### src/rtl/control_fsm.sv
// Multi-cycle instruction control FSM: FETCH/DECODE/EXEC/MEM/WB/HALT with registered Moore strobes.
// Optional macro CONTROL_FSM_ILLEGAL_TRAP_EN: trap illegal opcodes into HALT and expose the sticky illegal flag.
module control_fsm #(
  parameter int INSTR_WIDTH  = 16,
  parameter int OP_WIDTH     = 4,
  parameter int ALU_OP_WIDTH = 2
) (
  input  logic                    clk,
  input  logic                    rst_n,
  input  logic [INSTR_WIDTH-1:0]  instr,
  input  logic                    imem_valid,
  input  logic                    dmem_ready,
  output logic                    instr_req,
  output logic                    halted,
  output logic                    reg_write_en,
  output logic                    itype,
  output logic [ALU_OP_WIDTH-1:0] alu_op,
  output logic                    dmem_req,
  output logic                    dmem_we,
  output logic                    pc_en
`ifdef CONTROL_FSM_ILLEGAL_TRAP_EN
  ,output logic                   illegal
`endif
);

  typedef enum logic [2:0] {
    S_FETCH, S_DECODE, S_EXEC, S_MEM, S_WB, S_HALT
  } state_t;

  localparam logic [OP_WIDTH-1:0] OP_HALT = OP_WIDTH'(0);
  localparam logic [OP_WIDTH-1:0] OP_ADD  = OP_WIDTH'(1);
  localparam logic [OP_WIDTH-1:0] OP_LSL  = OP_WIDTH'(2);
  localparam logic [OP_WIDTH-1:0] OP_ADDI = OP_WIDTH'(3);
  localparam logic [OP_WIDTH-1:0] OP_LD   = OP_WIDTH'(4);
  localparam logic [OP_WIDTH-1:0] OP_ST   = OP_WIDTH'(5);
  localparam logic [OP_WIDTH-1:0] OP_NOP  = OP_WIDTH'(6);

  state_t                 state_q, state_d;
  logic [INSTR_WIDTH-1:0] ir_q, ir_d;
  logic [OP_WIDTH-1:0]    op_q, op_d;
  logic                   illegal_q, illegal_d;

  logic instr_req_q, instr_req_d;
  logic halted_q, halted_d;
  logic reg_write_en_q, reg_write_en_d;
  logic dmem_req_q, dmem_req_d;
  logic dmem_we_q, dmem_we_d;
  logic pc_en_q, pc_en_d;

  logic unused_ir_operand_bits;
  assign unused_ir_operand_bits = ^ir_q[INSTR_WIDTH-OP_WIDTH-1:0];

  assign op_q = ir_q[INSTR_WIDTH-1 -: OP_WIDTH];
  assign op_d = ir_d[INSTR_WIDTH-1 -: OP_WIDTH];

  always_comb begin
    state_d   = state_q;
    ir_d      = ir_q;
    illegal_d = illegal_q;
    case (state_q)
      S_FETCH: begin
        if (imem_valid) begin
          ir_d    = instr;
          state_d = S_DECODE;
        end
      end
      S_DECODE: begin
        case (op_q)
          OP_HALT:                        state_d = S_HALT;
          OP_ADD, OP_LSL, OP_ADDI, OP_NOP: state_d = S_EXEC;
          OP_LD, OP_ST:                   state_d = S_MEM;
          default: begin
`ifdef CONTROL_FSM_ILLEGAL_TRAP_EN
            state_d   = S_HALT;
            illegal_d = 1'b1;
`else
            state_d   = S_EXEC;
`endif
          end
        endcase
      end
      S_EXEC:  state_d = S_FETCH;
      S_MEM: begin
        if (dmem_ready) state_d = (op_q == OP_LD) ? S_WB : S_FETCH;
      end
      S_WB:    state_d = S_FETCH;
      S_HALT:  state_d = S_HALT;
      default: state_d = S_FETCH;
    endcase

    // Strobes are registered from the next state so they are valid for the whole state cycle;
    // a completed store advances the PC during the following FETCH cycle.
    instr_req_d    = (state_d == S_FETCH);
    halted_d       = (state_d == S_HALT);
    reg_write_en_d = (state_d == S_WB) ||
                     ((state_d == S_EXEC) && (op_d == OP_ADD || op_d == OP_LSL || op_d == OP_ADDI));
    dmem_req_d     = (state_d == S_MEM);
    dmem_we_d      = (state_d == S_MEM) && (op_d == OP_ST);
    pc_en_d        = (state_d == S_EXEC) || (state_d == S_WB) ||
                     ((state_q == S_MEM) && (state_d == S_FETCH));
  end

  always_ff @(posedge clk or negedge rst_n) begin
    if (!rst_n) begin
      state_q        <= S_FETCH;
      ir_q           <= '0;
      illegal_q      <= 1'b0;
      instr_req_q    <= 1'b1;
      halted_q       <= 1'b0;
      reg_write_en_q <= 1'b0;
      dmem_req_q     <= 1'b0;
      dmem_we_q      <= 1'b0;
      pc_en_q        <= 1'b0;
    end else begin
      state_q        <= state_d;
      ir_q           <= ir_d;
      illegal_q      <= illegal_d;
      instr_req_q    <= instr_req_d;
      halted_q       <= halted_d;
      reg_write_en_q <= reg_write_en_d;
      dmem_req_q     <= dmem_req_d;
      dmem_we_q      <= dmem_we_d;
      pc_en_q        <= pc_en_d;
    end
  end

  assign instr_req    = instr_req_q;
  assign halted       = halted_q;
  assign reg_write_en = reg_write_en_q;
  assign dmem_req     = dmem_req_q;
  assign dmem_we      = dmem_we_q;
  assign pc_en        = pc_en_q;
  assign alu_op       = (op_q == OP_LSL) ? ALU_OP_WIDTH'(1) : '0;
  assign itype        = (op_q == OP_ADDI) || (op_q == OP_LD) || (op_q == OP_ST);

`ifdef CONTROL_FSM_ILLEGAL_TRAP_EN
  assign illegal = illegal_q;
`else
  logic unused_illegal;
  assign unused_illegal = illegal_q;
`endif

endmodule

### config.mk
export PLATFORM = sky130hd
export DESIGN_NAME = control_fsm
export DESIGN_NICKNAME = d
export VERILOG_FILES = /design/src/rtl/control_fsm.sv
export SDC_FILE = /design/constraint.sdc
export NUM_CORES = 1
export LEC_CHECK = 0
export ABC_CLOCK_PERIOD_IN_PS = 2150
export BUFFER_PORTS_ARGS = -buffer_cell sky130_fd_sc_hd__buf_2
export CORE_MARGIN = 3
export CORE_UTILIZATION = 43
export DETAILED_ROUTE_END_ITERATION = 10
export MAX_ROUTING_LAYER = met4
export PLACE_DENSITY = 0.75
export SYNTH_ARGS = -nofsm -noshare
export SYNTH_HDL_FRONTEND = slang
export SYNTH_SLANG_ARGS = --single-unit
### constraint.sdc
create_clock -name clk -period 2.15 [get_ports clk]
set_input_delay 0.215 -clock clk [delete_from_list [all_inputs] [get_ports clk]]
set_output_delay 0.215 -clock clk [all_outputs]
set_load 0.05 [all_outputs]
==> flow_summary.json <==
{
  "grt_pass1_vias": 411,
  "finalClockSkew_ps": 0.8632,
  "io_buffers": 15,
  "grt_setup_unrepaired": "no",
  "cts_max_level": 1,
  "ys_seq_elements": 13,
  "cellLeakagePower_nw": 0.3533,
  "reg2regPathDepth": 4,
  "coreArea_um2": 1318,
  "first_pass_iters": 4,
  "hold_path.class": "in2reg",
  "worst-r2r-setup-slack_ps": 340,
  "ys_top_cells_by_area": "dfrtp_1 49%, mux2_2 9.1%, dfstp_2 4.3%",
  "maxSlewViolCount": 0,
  "worst_slack_ps": 338.7,
  "hold_violations": 0,
  "clkSinkCount": 13,
  "yosys.area.top_type_share_pct": 48.68,
  "synth_largest_area_cell": "dfrtp_1",
  "drtAntennaViolNets": 0,
  "seq_area_frac_synth_pct": 52.94,
  "worstPathRequired_ps": 2360,
  "root_buffer": "clkbuf_4",
  "gp_congestion": 0.6883,
  "cts.clk_slew.worst_paths_ps": 70,
  "tns_ps": 0,
  "num_rows": 13,
  "dieHeight_um": 43.88,
  "reg2reg_from": "state_q[1]",
  "cts_max_path_buffers": 2,
  "tightestPinTransition_ps": 658.7,
  "via_per_inst": 5.190,
  "tritoncts": "done",
  "nets": 90,
  "diodes": 0,
  "max_slew_margin_pct": 55.95,
  "grt_max_degree": 14,
  "post_cts_resize_count": 0,
  "finalSetupViolations": 0,
  "drtIter0Drc": 10,
  "maxCapViolCount": 0,
  "grtUsageTotal_pct": 13.09,
  "finalCritPeriodShare_pct": 84.25,
  "worstPathMaxFanout": 6,
  "cp.arrival_ps": 2020,
  "syn_area_um2": 616.8,
  "crit_start": "state_q[1]",
  "critPathCaptureType": "flip-flop",
  "synthCells": 50,
  "post_synth_num_cell_types": 29,
  "ios": 29,
  "drc": 0,
  "vdd_drop_max_mv": 0.7019,
  "dieArea_um2": 1925,
  "vias": 436,
  "dp_slack_ps": 340.3,
  "grt_pass1_wl_mm": 1.718,
  "outcome": "complete, no violations",
  "antenna_found_initial": 0,
  "hold_path_startpoint": "instr[12]",
  "drive_gt1_share_pct": 44.93,
  "power_density_nw_per_um2": 1554,
  "syn2layout_area_growth_pct": 20.89,
  "path_class": "reg2reg",
  "worst_setup_path_start_kind": "flip-flop",
  "min_period_ps": 1811,
  "cp-endpoint": "dmem_we",
  "ys_warn_count": 0,
  "overflow": 0,
  "drt-total-wl_mm": 1.024,
  "die_x_um": 43.88,
  "cts_buffers": 3,
  "clock_latency_ps": 270,
  "fmax_mhz": 552.1,
  "wl_per_cell_um": 12.19,
  "r2r_end": "dmem_we",
  "synth_area_per_cell_um2": 12.34,
  "dpl.hpwl_um": 777.1,
  "synth_nets": 70,
  "start_util_pct": 46.82,
  "worstHoldPathCells": 2
}
## how the worst min path moves through the flow
stage | slack [ps] | to
3_3_place_gp | 110 | pc_en
3_5_place_dp | 110 | halted
6_report | 200 | ir_q[12]
5_1_grt | 190 | ir_q[12]
2_1_floorplan | -80 | dmem_req
4_1_cts | 190 | ir_q[12]
## logic make-up (layout without fill, tap and decap cells)
group,Yosys count,in the layout,share of synthesized area (%)
AOI/OAI and AO/OA,10,10,12.58
muxes,6,6,11.56
DFF,13,13,52.94
and+or+nand+nor,17,17,19.88
other,1,1,0.6079
buffers and inverters,3,22,2.435
## Yosys cell counts (all sizes together)
cell,n
nor4bb,1
a2111oi,1
a31oi,1
nor3,1
buf,1
a211oi,1
mux2,6
inv,2
nor4,1
nor2,4
nand2b,1
o21ba,1
dfrtp,12
o21ai,1
nand2,1
and2,2
and3b,1
conb,1
nand4,1
o32ai,1
nor3b,1
dfstp,1
and3,1
nor4b,2
o21bai,2
a21oi,2
## registers in the layout, indices dropped and copies added, names as in the netlist
name,flops
instr_req,1
ir_q,4
dmem_we,1
dmem_req,1
state_q,3
halted,1
reg_write_en,1
pc_en,1
## cell usage in the layout (no fill, tap or decap), types with 2 or more instances in the layout
cell type | synthesis | final
nor2_1 | 4 | 4
inv_1 | 2 | 2
dfrtp_1 | 12 | 12
clkbuf_4 | 0 | 3
mux2_2 | 5 | 5
buf_2 | 0 | 15
a21oi_1 | 2 | 2
o21bai_1 | 2 | 2
## routing by layer
layer	routed length, µm	part of all wire [%]	track usage, %	vias up
met5	0	0	-	-
met4	15	1.5	9.036	0
met3	46	4.5	3.734	2
met2	504	49	18.90	9
met1	457	45	15.53	201
li1	-	-	-	224
## power by group
group	internal, mW	total, mW	switching [mW]
sequential	0.343	0.447	0.104
clock	0.0720	0.148	0.0758
combinational	0.214	0.564	0.350
## area by class of cell
| type | count | area, µm² |
|---|---|---|
| Inverter | 2 | 7.507 |
| Fill cell | 119 | 571.8 |
| Multi-Input combinational cell | 34 | 281.5 |
| Clock buffer | 4 | 26.28 |
| Timing Repair Buffer | 16 | 85.08 |
| Tap cell | 15 | 18.77 |
| Sequential cell | 13 | 326.6 |
## worst max-delay path, stage by stage, from the launching register on
cell and delay [ps]:
dfrtp_1 450, nor4b_4 450, mux2_2 400, nor4bb_1 270
and3_1 180
## stage by stage
| step | cell area [µm²] | util (%) | hold WS [ps] | std cells | power [mW] |
|---|---|---|---|---|---|
| final | 745.7 | 56.60 | 200.6 | 84 | 1.159 |
| after global routing | 745.7 | 56.60 | 194.2 | 84 | 1.235 |
| after CTS | 745.7 | 56.60 | 187.7 | 84 | 1.172 |
| after detailed placement | 709.4 | 53.85 | 114.1 | 79 | 1.015 |
| after global placement | 709.4 | 53.85 | 110.2 | 79 | 1.011 |
| after floorplan | 623.1 | - | -80.59 | 50 | 0.8980 |
## what timing repair did
action,CTS,global route
buffers inserted,0,0
endpoints found under the hold margin,12,0
hold buffers,1,0
Power figures use the tool's default switching activity.
